`src/rtl/unary_bsg_array_pkg.sv`:
```
// rtl/unary_bsg_array_pkg.sv - shared state type and width helpers for the unary bitstream generator
package ubrain_bsg_pkg;

    typedef enum logic [1:0] {
        ST_IDLE  = 2'd0,
        ST_PRIME = 2'd1,
        ST_RUN   = 2'd2
    } bsg_state_e;

    // One extra bit so a length code of 0 can count the full 2^RWID cycles.
    function automatic int cnt_width(input int rwid);
        return rwid + 1;
    endfunction

endpackage

```
`src/rtl/unary_bsg_array_if.sv`:
```
// rtl/unary_bsg_array_if.sv - job handshake, RNG link and bitstream outputs of the generator
interface unary_bsg_array_if #(
    parameter int RWID = 10,
    parameter int NUM  = 64
);
    logic                     in_valid;
    logic                     in_ready;
    logic [NUM-1:0][RWID-1:0] in_data;
    logic [RWID-1:0]          in_len;
    logic                     abort;
    logic                     rng_en;
    logic [NUM-1:0][RWID-1:0] rng_seq;
    logic [NUM-1:0]           bit_out;
    logic                     bit_valid;
    logic                     done;

    modport master (
        output in_valid, in_data, in_len, abort, rng_seq,
        input  in_ready, rng_en, bit_out, bit_valid, done
    );

    modport slave (
        input  in_valid, in_data, in_len, abort, rng_seq,
        output in_ready, rng_en, bit_out, bit_valid, done
    );
endinterface

```
`src/rtl/unary_bsg_array_lane_cmp.sv`:
```
// rtl/unary_bsg_array_lane_cmp.sv - per-lane registered unsigned comparator (operand > rng)
module bsg_lane_cmp #(
    parameter int RWID = 10
) (
    input  logic            clk,
    input  logic            rst,
    input  logic            i_en,
    input  logic            i_clr,
    input  logic [RWID-1:0] i_opnd,
    input  logic [RWID-1:0] i_rng,
    output logic            o_bit
);
    logic r_bit;

    always_ff @(posedge clk or posedge rst) begin
        if (rst) begin
            r_bit <= 1'b0;
        end else if (i_clr) begin
            r_bit <= 1'b0;
        end else if (i_en) begin
            r_bit <= (i_opnd > i_rng);
        end
    end

    assign o_bit = r_bit;
endmodule

```
`src/rtl/unary_bsg_array.sv`:
```
// rtl/unary_bsg_array.sv - latches an operand vector per job and streams unary bits against the shared RNG
module unary_bsg_array
    import ubrain_bsg_pkg::*;
#(
    parameter int RWID = 10,
    parameter int BDIM = 2,
    parameter int TDIM = (BDIM < 1) ? 1 : BDIM,
    parameter int SDIM = 32
) (
    input logic              clk,
    input logic              rst,
    unary_bsg_array_if.slave bus
);
    localparam int NUM = TDIM * SDIM;
    localparam int CW  = cnt_width(RWID);

    bsg_state_e               r_state;
    logic [NUM-1:0][RWID-1:0] r_opnd;
    logic [RWID-1:0]          r_len;
    logic [CW-1:0]            r_cnt;
    logic                     r_bit_valid;
    logic                     r_done;

    logic                     w_accept;
    logic                     w_run;
    logic                     w_last;
    logic                     w_emit;
    logic [CW-1:0]            w_last_cnt;
    logic [NUM-1:0]           w_bits;

    assign w_accept   = bus.in_valid && (r_state == ST_IDLE);
    assign w_run      = (r_state == ST_RUN);
    assign w_last_cnt = (r_len == '0) ? {1'b0, {RWID{1'b1}}} : ({1'b0, r_len} - CW'(1));
    assign w_last     = w_run && (r_cnt == w_last_cnt);
    // The final compare wins over a concurrent abort.
    assign w_emit     = w_run && (w_last || !bus.abort);

    always_ff @(posedge clk or posedge rst) begin
        if (rst) begin
            r_state     <= ST_IDLE;
            r_opnd      <= '0;
            r_len       <= '0;
            r_cnt       <= '0;
            r_bit_valid <= 1'b0;
            r_done      <= 1'b0;
        end else begin
            r_bit_valid <= w_emit;
            r_done      <= w_last;
            case (r_state)
                ST_IDLE: begin
                    if (w_accept) begin
                        r_opnd  <= bus.in_data;
                        r_len   <= bus.in_len;
                        r_cnt   <= '0;
                        r_state <= ST_PRIME;
                    end
                end
                ST_PRIME: r_state <= bus.abort ? ST_IDLE : ST_RUN;
                ST_RUN: begin
                    if (w_last || bus.abort) begin
                        r_state <= ST_IDLE;
                    end else begin
                        r_cnt <= r_cnt + CW'(1);
                    end
                end
                default: r_state <= ST_IDLE;
            endcase
        end
    end

    for (genvar g = 0; g < NUM; g++) begin : g_lane
        bsg_lane_cmp #(.RWID(RWID)) u_lane (
            .clk    (clk),
            .rst    (rst),
            .i_en   (w_run),
            .i_clr  (!w_emit),
            .i_opnd (r_opnd[g]),
            .i_rng  (bus.rng_seq[g]),
            .o_bit  (w_bits[g])
        );
    end

    assign bus.in_ready  = (r_state == ST_IDLE);
    assign bus.rng_en    = (r_state != ST_IDLE);
    assign bus.bit_out   = w_bits;
    assign bus.bit_valid = r_bit_valid;
    assign bus.done      = r_done;
endmodule

```
`src/flat_wrapper.sv`:
```
// flat-port wrapper written by rule: the top's interface ports become plain ports
module unary_bsg_array_flat import ubrain_bsg_pkg::*;
#(
    parameter int RWID = 10,
    parameter int BDIM = 2,
    parameter int TDIM = (BDIM < 1) ? 1 : BDIM,
    parameter int SDIM = 32
)
  (clk, rst, bus_in_valid, bus_in_data, bus_in_len, bus_abort, bus_rng_seq, bus_in_ready, bus_rng_en, bus_bit_out, bus_bit_valid, bus_done);
  unary_bsg_array_if #(.RWID(RWID), .NUM((64))) bus_i ();
  input logic clk;
  input logic rst;
  input wire logic [$bits(bus_i.in_valid)-1:0] bus_in_valid;
  input wire logic [$bits(bus_i.in_data)-1:0] bus_in_data;
  input wire logic [$bits(bus_i.in_len)-1:0] bus_in_len;
  input wire logic [$bits(bus_i.abort)-1:0] bus_abort;
  input wire logic [$bits(bus_i.rng_seq)-1:0] bus_rng_seq;
  output wire logic [$bits(bus_i.in_ready)-1:0] bus_in_ready;
  output wire logic [$bits(bus_i.rng_en)-1:0] bus_rng_en;
  output wire logic [$bits(bus_i.bit_out)-1:0] bus_bit_out;
  output wire logic [$bits(bus_i.bit_valid)-1:0] bus_bit_valid;
  output wire logic [$bits(bus_i.done)-1:0] bus_done;
  assign bus_i.in_valid = bus_in_valid;
  assign bus_i.in_data = bus_in_data;
  assign bus_i.in_len = bus_in_len;
  assign bus_i.abort = bus_abort;
  assign bus_i.rng_seq = bus_rng_seq;
  assign bus_in_ready = bus_i.in_ready;
  assign bus_rng_en = bus_i.rng_en;
  assign bus_bit_out = bus_i.bit_out;
  assign bus_bit_valid = bus_i.bit_valid;
  assign bus_done = bus_i.done;
  unary_bsg_array #(.RWID(RWID), .BDIM(BDIM), .TDIM(TDIM), .SDIM(SDIM)) u_core (.clk(clk), .rst(rst), .bus(bus_i));
endmodule
```
`config.mk`:
```
export PLATFORM = sky130hd
export DESIGN_NAME = unary_bsg_array_flat
export DESIGN_NICKNAME = d
export VERILOG_FILES = /design/src/rtl/unary_bsg_array_pkg.sv /design/src/rtl/unary_bsg_array_if.sv /design/src/rtl/unary_bsg_array_lane_cmp.sv /design/src/rtl/unary_bsg_array.sv /design/src/flat_wrapper.sv
export SDC_FILE = /design/constraint.sdc
export NUM_CORES = 2
export LEC_CHECK = 0
export ABC_AREA = 1
export CAP_MARGIN = 30
export CORE_AREA = 3 3 534 536
export DETAILED_ROUTE_END_ITERATION = 12
export DIE_AREA = 0 0 537 539
export PLACE_DENSITY = 0.45
export SYNTH_ARGS = -nofsm -noshare
export SYNTH_HDL_FRONTEND = slang
export SYNTH_HIERARCHICAL = 1
export SYNTH_SLANG_ARGS = --single-unit
```
`constraint.sdc`:
```
create_clock -name clk -period 24.5 [get_ports clk]
set_input_delay 3.675 -clock clk [delete_from_list [all_inputs] [get_ports clk]]
set_output_delay 3.675 -clock clk [all_outputs]
set_load 0.01 [all_outputs]
```
==> metrics <==
clk sink count=729; gp weighted congestion=0.914; Worst-Margin Slew=1010 ps; initial antenna violation count=163; reg2reg end=u_core/r_opnd[134]; delay of the slowest critical-path stage=800 ps; Register-to-Register Path Depth=9; vias in the first global route=46.9k; Routed Antenna Nets=0; nets@finish=10.0k; Starting Density=0.169; hold path start=u_core/r_opnd[600]; unrepaired setup endpoints after global routing=no; setup TNS=0 ps; WHS Path Cells=2; final hold vios=0; total track usage=0.161; Avg Cell Area, Syn=7.05 um2; final slew viol count=0; die area=289000 um2; DP Cell Count=11.7k; Ports=1362; leakage=38.1 nW; WP data required=25230 ps; CP bufs+invs=6; Synth Warn #=6; RR Startpoint=u_core/r_state[1]; postcts setup bufs=0; Port Buffer Count=1361; pin count of the biggest net entering global routing=136; Slew HR=0.328; crit end category=register; FMAX=124 MHz; DRC=0; Site Rows=195; hold_buf cts=0; CTS buffer count=105; CP startpoint kind=input port; WP data arrival=8770 ps; clk_lat worst skew=800 ps; WL/cell=20.2 um; routed vias=46.0k; Initial DRC Count=2458; Synth Instances=6729; status=finished clean; Initial DRT Pass Iterations=5; register area share after synthesis=0.384; Cell Chain, Critical Path=clkdlybuf4s50_1, nand2_4, buf_4, buf_4, buf_4, buf_4, buf_4, nand2_1, nand2_1; grt total ovfl=0; Core Area=281000 um2; Yosys cell types=32; most frequent cells in the layout=3278 x nand2_1, 1360 x clkdlybuf4s50_1, 1244 x inv_1; crit-path max FO=79; Setup CP Type=input port to register; clock tree root buffer cell=clkbuf_16; peak supply drop=0.0000468 V; HPWL after DPL=200000 um; fin crit share=0.328; Die Width=537 um; dpl cell area=65400 um2; cell at the slowest stage of the critical path=buf_4; Setup-failing EPs final=0; Die Span Y=539 um; clk buf depth=4; max cap viols=0; Synth Cell Area=47400 um2; Worst Hold Path EP=u_core/r_opnd[600]; Yosys reg bits=729; Finished Core Util=0.246; Pwr per Cell Area=69.8 nW/um2; layout cells sized above 1=0.0369; post-synth net total=8666; minimum clock period=8040 ps; family with the most delay on the worst path=buffers and inverters; Setup Skew=26.8 ps; Min-Delay Path Class=register to register; most common cell after layout, fill and taps aside=nand2_1; Layout area overhead=45.8%; Design Area, Final=69200 um2; Post-Route WL=241000 um; clk slew on worst S/H paths=60 ps; Worst R2R Setup Slack=19160 ps; CTS tree=done; Worst path most repeated cell=buf_4; depth of the CTS H-tree=3; Via-to-Cell Ratio=3.85; number of fill cells=31.0k; Finished Layout Cells=11.9k; first-pass GRT wire length=336000 um; CTS resizes=0
[flip-flops by register name, summed over array words and instances, names as in the netlist]
name / cells
u_core/bus.bit_valid: 1
u_core/bus.done: 1
u_core/g_lane.u_lane/o_bit: 64
u_core/r_cnt: 11
u_core/r_len: 10
u_core/r_opnd: 640
u_core/r_state: 2
[power by group]
part	total (mW)	switching, mW	internal [mW]	leakage [nW]
sequential	1.70	0.219	1.48	9.10
combinational	1.50	0.847	0.655	27.2
clock	1.62	0.627	0.996	1.80
total	4.83	1.69	3.14	38.1
[worst max path at each step]
stage | startpoint | slack [ps] | endpoint | cells after the start
floorplan | rst | 2190 | u_core/bus.bit_valid | 1
global placement | bus_in_valid | 15710 | u_core/r_opnd[222] | 9
detailed placement | bus_in_valid | 15630 | u_core/r_opnd[116] | 9
CTS | bus_in_valid | 16550 | u_core/r_opnd[224] | 9
global route | bus_in_valid | 16120 | u_core/r_opnd[140] | 9
finish | bus_in_valid | 16460 | u_core/r_opnd[134] | 9
[area by class of cell]
type	instances	area, um2	area share
Inverter	1249	4710	0.0680
Tap cell	3743	4680	0.0677
Sequential cell	729	18200	0.264
Timing Repair Buffer	1396	13900	0.201
Antenna cell	42	105	0.00152
Clock buffer	154	3200	0.0463
Clock inverter	33	437	0.00631
Multi-Input combinational cell	4602	23900	0.345
[cell families after synthesis]
logic type,synth area share
DFF,0.384
AOI/OAI and AO/OA,0.0154
buffers and inverters,0.113
adders and majority gates,0.170
and+or+nand+nor,0.317
xor gates and xnor gates,0.00129
[layer usage]
layer,GRT usage,part of all wire
met1,0.187,0.40
met2,0.281,0.49
met3,0.0548,0.087
met4,0.0391,0.022
met5,0,0.0045
[cells in the mapped netlist]
cell type     n  area, um2
nor2_1      216        811
xor2_1        5       43.8
buf_4         1       7.51
o21ai_1       1       5.00
nor3b_1       1       7.51
o21ai_0      11       55.1
xnor2_1       2       17.5
nor2_4        3       33.8
or2_1         1       6.26
a31oi_1       1       6.26
clkbuf_1     82        308
nand4_1       5       31.3
nor2_2       66        413
a21oi_1     128        641
nand2_2       4       25.0
inv_2         2       7.51
dfrtp_1     729      18200
a21o_1        1       7.51
nand3_2       7       70.1
nand2_1    3279      12300
nand2_4       3       33.8
o31ai_1       1       7.51
nor3_1        2       10.0
buf_6         3       33.8
buf_2        62        310
nor4_1        1       6.26
nand3b_1     65        488
a211oi_1      1       7.51
ha_1        643       8050
inv_1      1247       4680
buf_1         1       3.75
nand3_1     155        776
[per-stage QoR]
step           setup WS (ps)  hold WS [ps]  total power, mW
2_1_floorplan           2190           449             2.60
3_3_place_gp           15710           462             3.20
3_5_place_dp           15630           465             3.24
4_1_cts                16550           483             4.92
5_1_grt                16120           492             5.21
6_report               16460           478             4.83
[worst reg2reg max path: cells and delay by family (launching register included)]
family | cells | cell delay (ps)
simple gates | 4 | 1120
buf+inv | 5 | 3810
flops | 1 | 370
No activity file was read; power rests on OpenSTA's default activity.
